--- src/rtl/gray_seq_param.sv ---
// rtl/gray_seq_param.sv - parametrised Gray-coded state sequencer with command handshake
module gray_seq_param #(
  parameter int STATE_W = 4,
  parameter int OUT_W   = 8,
  parameter int DWELL_W = 4
) (
  input  logic               clk,
  input  logic               rst_n,
  input  logic               cmd_valid,
  output logic               cmd_ready,
  input  logic [1:0]         cmd_op,
  input  logic [STATE_W-1:0] cmd_arg,
  input  logic [DWELL_W-1:0] cmd_dwell,
  output logic [STATE_W-1:0] state_gray,
  output logic [OUT_W-1:0]   out,
  output logic               wrap
);

  localparam int SEL_W = $clog2(OUT_W);

  localparam logic [1:0] OP_HOLD = 2'b00;
  localparam logic [1:0] OP_UP   = 2'b01;
  localparam logic [1:0] OP_DN   = 2'b10;
  localparam logic [1:0] OP_LOAD = 2'b11;

  localparam logic [STATE_W-1:0] IDX_MAX = '1;
  localparam logic [STATE_W-1:0] IDX_ONE = STATE_W'(1);
  localparam logic [DWELL_W-1:0] CNT_ONE = DWELL_W'(1);

  typedef enum logic {
    S_IDLE  = 1'b0,
    S_DWELL = 1'b1
  } ctl_state_t;

  ctl_state_t         state_q, state_d;
  logic [DWELL_W-1:0] cnt_q, cnt_d;
  logic [STATE_W-1:0] idx_q, idx_d;
  logic               wrap_d;
  logic               accept;

  function automatic logic [STATE_W-1:0] gray2bin(input logic [STATE_W-1:0] g);
    logic [STATE_W-1:0] b;
    b[STATE_W-1] = g[STATE_W-1];
    for (int i = STATE_W - 2; i >= 0; i--) begin
      b[i] = b[i+1] ^ g[i];
    end
    return b;
  endfunction

  assign accept = cmd_valid & cmd_ready;

  // State register: FSM, dwell counter, index and the registered outputs.
  always_ff @(posedge clk) begin
    if (!rst_n) begin
      state_q    <= S_IDLE;
      cnt_q      <= '0;
      idx_q      <= '0;
      state_gray <= '0;
      wrap       <= 1'b0;
    end else begin
      state_q    <= state_d;
      cnt_q      <= cnt_d;
      idx_q      <= idx_d;
      state_gray <= idx_d ^ (idx_d >> 1);
      wrap       <= wrap_d;
    end
  end

  // Index update; wrap only on a STEP crossing the sequence end.
  always_comb begin
    idx_d  = idx_q;
    wrap_d = 1'b0;
    if (accept) begin
      case (cmd_op)
        OP_UP: begin
          idx_d  = idx_q + IDX_ONE;
          wrap_d = (idx_q == IDX_MAX);
        end
        OP_DN: begin
          idx_d  = idx_q - IDX_ONE;
          wrap_d = (idx_q == '0);
        end
        OP_LOAD: idx_d = gray2bin(cmd_arg);
        default: idx_d = idx_q;
      endcase
    end
  end

  // Next-state logic; HOLD never stalls.
  always_comb begin
    state_d = state_q;
    cnt_d   = cnt_q;
    case (state_q)
      S_IDLE: begin
        if (accept && (cmd_op != OP_HOLD) && (cmd_dwell != '0)) begin
          state_d = S_DWELL;
          cnt_d   = cmd_dwell;
        end
      end
      S_DWELL: begin
        cnt_d = cnt_q - CNT_ONE;
        if (cnt_q == CNT_ONE) begin
          state_d = S_IDLE;
        end
      end
      default: begin
        state_d = S_IDLE;
        cnt_d   = '0;
      end
    endcase
  end

  // Outputs decoded from registered state only.
  always_comb begin
    cmd_ready = (state_q == S_IDLE);
    out       = '0;
    out[idx_q[SEL_W-1:0]] = 1'b1;
  end

endmodule

--- config.mk ---
export PLATFORM = sky130hd
export DESIGN_NAME = gray_seq_param
export DESIGN_NICKNAME = d
export VERILOG_FILES = /design/src/rtl/gray_seq_param.sv
export SDC_FILE = /design/constraint.sdc
export NUM_CORES = 1
export LEC_CHECK = 0
export ABC_AREA = 1
export BUFFER_PORTS_ARGS = -buffer_cell sky130_fd_sc_hd__buf_2
export CAP_MARGIN = 20
export CORE_MARGIN = 4
export CORE_UTILIZATION = 51
export DETAILED_ROUTE_END_ITERATION = 12
export PLACE_DENSITY = 0.77
export SYNTH_ARGS = -nofsm -noshare
export SYNTH_HDL_FRONTEND = slang
export SYNTH_SLANG_ARGS = --single-unit
--- constraint.sdc ---
create_clock -name clk -period 2 [get_ports clk]
set_clock_uncertainty 0.05 [all_clocks]
set_input_delay 0.3 -clock clk [delete_from_list [all_inputs] [get_ports clk]]
set_output_delay 0.3 -clock clk [all_outputs]
set_load 0.05 [all_outputs]
==> metrics.txt <==
# TYPE chip_impl_metric gauge
chip_impl_metric{name="grt_start_max_net_pins",unit=""} 10
chip_impl_metric{name="die_h",unit="um"} 51.5
chip_impl_info{name="synth_ff_type",value="sky130_fd_sc_hd__dfxtp_1"} 1
chip_impl_metric{name="design.die.area",unit="um2"} 2650
chip_impl_metric{name="ios",unit=""} 27
chip_impl_metric{name="initialDrtViolationCount",unit=""} 11
chip_impl_metric{name="antenna-diode-count",unit=""} 0
chip_impl_metric{name="synth_edf_count",unit=""} 0
chip_impl_metric{name="postRouteAntennaNets",unit=""} 0
chip_impl_metric{name="power.ir.vdd_worst",unit="mV"} 0.564
chip_impl_metric{name="setup-violations-final",unit=""} 0
chip_impl_metric{name="synth_cell_types",unit=""} 29
chip_impl_metric{name="wl_per_cell",unit="um"} 11.2
chip_impl_info{name="worst_r2r_startpoint",value="idx_q[1]"} 1
chip_impl_metric{name="worstRegToRegCells",unit=""} 11
chip_impl_metric{name="yosysSeqAreaShare",unit=""} 0.270
chip_impl_metric{name="gr-usage-all-layers",unit=""} 0.182
chip_impl_metric{name="residual_drc",unit=""} 0
chip_impl_metric{name="portBuffers",unit=""} 26
chip_impl_metric{name="cp_data_required_time",unit="ns"} 1.65
chip_impl_info{name="top_usage_layer",value="met2"} 1
chip_impl_metric{name="max-cap-violations",unit=""} 0
chip_impl_metric{name="hold_buffers",unit=""} 0
chip_impl_metric{name="antenna_violations_before_repair",unit=""} 0
chip_impl_info{name="unrepaired_setup_endpoints_after_global_routing",value="no"} 1
chip_impl_metric{name="die-width",unit="um"} 51.5
chip_impl_metric{name="initial_utilization",unit=""} 0.546
chip_impl_info{name="hold_path_startpoint",value="rst_n"} 1
chip_impl_metric{name="global_route.usage.met3",unit=""} 0.0466
chip_impl_info{name="setup.worst_path.end_class",value="output pin"} 1
chip_impl_info{name="timing.hold.worst.class",value="input pin to flop"} 1
chip_impl_metric{name="worst_setup_hold_path_clk_slew",unit="ns"} 0.07
chip_impl_metric{name="min_period",unit="ns"} 1.76
chip_impl_info{name="most_common_cell_after_layout_fill_and_taps_aside",value="sky130_fd_sc_hd__nand2_1"} 1
chip_impl_info{name="crit_end",value="out[7]"} 1
chip_impl_metric{name="placed_cells_incl_taps",unit=""} 190
chip_impl_metric{name="number_of_endpoints_with_negative_hold_slack_in_the_final_report",unit=""} 0
chip_impl_metric{name="layoutNonFillerInstCount",unit=""} 194
chip_impl_metric{name="final-max-slew-violation-count",unit=""} 0
chip_impl_metric{name="numClockSinks",unit=""} 13
chip_impl_metric{name="synth_seq_cells",unit=""} 13
chip_impl_info{name="critical_path_startpoint_category",value="flop"} 1
chip_impl_info{name="startpoint",value="idx_q[2]"} 1
chip_impl_info{name="cts_tree",value="built"} 1
chip_impl_metric{name="total_nets_after_synthesis",unit=""} 163
chip_impl_metric{name="netlist_area",unit="um2"} 963
chip_impl_metric{name="floorplan.rows",unit=""} 15
chip_impl_metric{name="place.detailed.hpwl",unit="um"} 1850
chip_impl_info{name="root_buf_cell",value="sky130_fd_sc_hd__clkbuf_4"} 1
chip_impl_metric{name="route.detailed.vias_per_inst",unit=""} 5.09
chip_impl_metric{name="layout-drive-gt1-share",unit=""} 0.260
chip_impl_metric{name="vias",unit=""} 987
chip_impl_info{name="rr_endpoint",value="state_gray[1]"} 1
chip_impl_info{name="run_status",value="finished clean"} 1
chip_impl_metric{name="global_route_wire_length_before_repair",unit="um"} 3670
chip_impl_metric{name="synth-warning-count",unit=""} 0
chip_impl_metric{name="tritoncts.num_buffers",unit=""} 3
chip_impl_metric{name="worst_setup_slack_final",unit="ns"} 0.237
chip_impl_metric{name="groute.layer.met2.usage",unit=""} 0.352
chip_impl_metric{name="route.final.wire_length",unit="um"} 2160
chip_impl_metric{name="max_slew_margin",unit=""} 0.812
chip_impl_info{name="critPathKind",value="flop to output pin"} 1
chip_impl_info{name="mostFrequentLayoutCells",value="sky130_fd_sc_hd__nand2_1, sky130_fd_sc_hd__buf_2, sky130_fd_sc_hd__inv_1"} 1
chip_impl_metric{name="globalRoute.totalOverflow",unit=""} 0
chip_impl_metric{name="clock_tree.htree_level_count",unit=""} 1
chip_impl_metric{name="area.growth.synth_to_final",unit="%"} 19.1
chip_impl_metric{name="clockBufferDepth",unit=""} 2
chip_impl_metric{name="synth_async_sr_flop_share",unit=""} 0
chip_impl_metric{name="power",unit="uW"} 835
chip_impl_metric{name="insertion_delay",unit="ns"} 0.27
chip_impl_metric{name="synth_area_per_cell",unit="um2"} 6.83
chip_impl_metric{name="crit_path_max_fanout",unit=""} 7
chip_impl_metric{name="cellLeakagePower",unit="uW"} 0.000616
chip_impl_metric{name="synthesized_netlist_cell_count",unit=""} 141
chip_impl_metric{name="reg2reg_slack",unit="ns"} 0.29
chip_impl_metric{name="fmax",unit="GHz"} 0.567
chip_impl_metric{name="worst_pin_slew",unit="ns"} 0.282
chip_impl_metric{name="final_nets",unit=""} 192
chip_impl_metric{name="routabilityCongestion",unit=""} 0.789
chip_impl_metric{name="grt_use_met1",unit=""} 0.202
chip_impl_metric{name="dp_worst_slack",unit="ns"} -0.0356
chip_impl_metric{name="core_area",unit="um2"} 1760
chip_impl_metric{name="vias_in_the_first_global_route",unit=""} 901
chip_impl_metric{name="detailedRoute.firstPassIterationCount",unit=""} 4
chip_impl_metric{name="power_per_cell_area",unit="nW/um2"} 728
chip_impl_metric{name="period_share",unit=""} 0.881
chip_impl_metric{name="cp_data_arrival_time",unit="ns"} 1.41
-- cell families (layout without fill, tap and decap cells) --
| kind of cell | after synthesis | in the layout | synth area share |
|---|---|---|---|
| compound gates | 18 | 18 | 0.136 |
| fa+ha+maj | 9 | 9 | 0.117 |
| xor+xnor | 1 | 1 | 0.00909 |
| flops | 13 | 13 | 0.270 |
| buf+inv | 28 | 56 | 0.122 |
| simple gates | 72 | 72 | 0.345 |
-- critical path, stage by stage, from the launching register on --
cell and delay (ns):
sky130_fd_sc_hd__dfxtp_1 0.48, sky130_fd_sc_hd__inv_1 0.15, sky130_fd_sc_hd__nor3_2 0.22, sky130_fd_sc_hd__buf_2 0.30
-- cells in the mapped netlist (2+ instances only) --
library cell | count | area share
sky130_fd_sc_hd__nand2_1 | 33 | 0.13
sky130_fd_sc_hd__inv_1 | 22 | 0.086
sky130_fd_sc_hd__buf_4 | 2 | 0.016
sky130_fd_sc_hd__o221ai_1 | 2 | 0.018
sky130_fd_sc_hd__dfxtp_1 | 13 | 0.27
sky130_fd_sc_hd__inv_2 | 2 | 0.0078
sky130_fd_sc_hd__nor2_1 | 12 | 0.047
sky130_fd_sc_hd__nand3_1 | 12 | 0.062
sky130_fd_sc_hd__ha_1 | 9 | 0.12
sky130_fd_sc_hd__nor3_1 | 8 | 0.042
sky130_fd_sc_hd__a21oi_1 | 6 | 0.031
sky130_fd_sc_hd__inv_4 | 2 | 0.013
sky130_fd_sc_hd__o21ai_2 | 2 | 0.018
-- through the flow --
step,hold WS [ns],util,area (um2),setup TNS [ns]
floorplan,0.348,-,973,0
global placement,0.472,0.635,1120,0
detailed placement,0.497,0.635,1120,-0.0356
CTS,0.260,0.650,1150,0
global route,0.266,0.650,1150,0
finish,0.275,0.650,1150,0
-- layer usage --
layer  up-vias  part of all wire
met5         -                 0
met4         0                 0
met3         0             0.056
met2        27              0.52
met1       442              0.42
li1        518                 -
-- what timing repair did --
action,CTS,global route
buffers inserted,0,0
setup endpoints to repair,0,2
resized for setup,0,1
hold endpoints to repair,0,0
-- flip-flops by register name (all words and copies together), names as in the netlist --
name and flops:
idx_q 3, state_gray 4, state_q 1, cnt_q 4, wrap 1
-- final cells by class --
type,count,area (um2)
fill,175,617
inverter,26,103
sequential,13,262
multi-input combinational,100,596
clock buffer,4,26.3
tap,25,31.3
timing repair buffer,26,130
-- worst min-delay path by stage --
| stage | to | cells past startpoint |
|---|---|---|
| 2_1_floorplan | cnt_q[3] | 2 |
| 3_3_place_gp | state_q | 2 |
| 3_5_place_dp | state_q | 2 |
| 4_1_cts | cnt_q[3] | 3 |
| 5_1_grt | state_gray[0] | 3 |
| 6_report | cnt_q[3] | 3 |
-- report_power, final --
part / total [uW] / internal, uW / switching [uW]
Sequential: 322 / 292 / 30.1
Clock: 154 / 77.2 / 76.9
Combinational: 359 / 107 / 251
Total: 835 / 477 / 358
No activity file was read; power rests on OpenSTA's default activity.
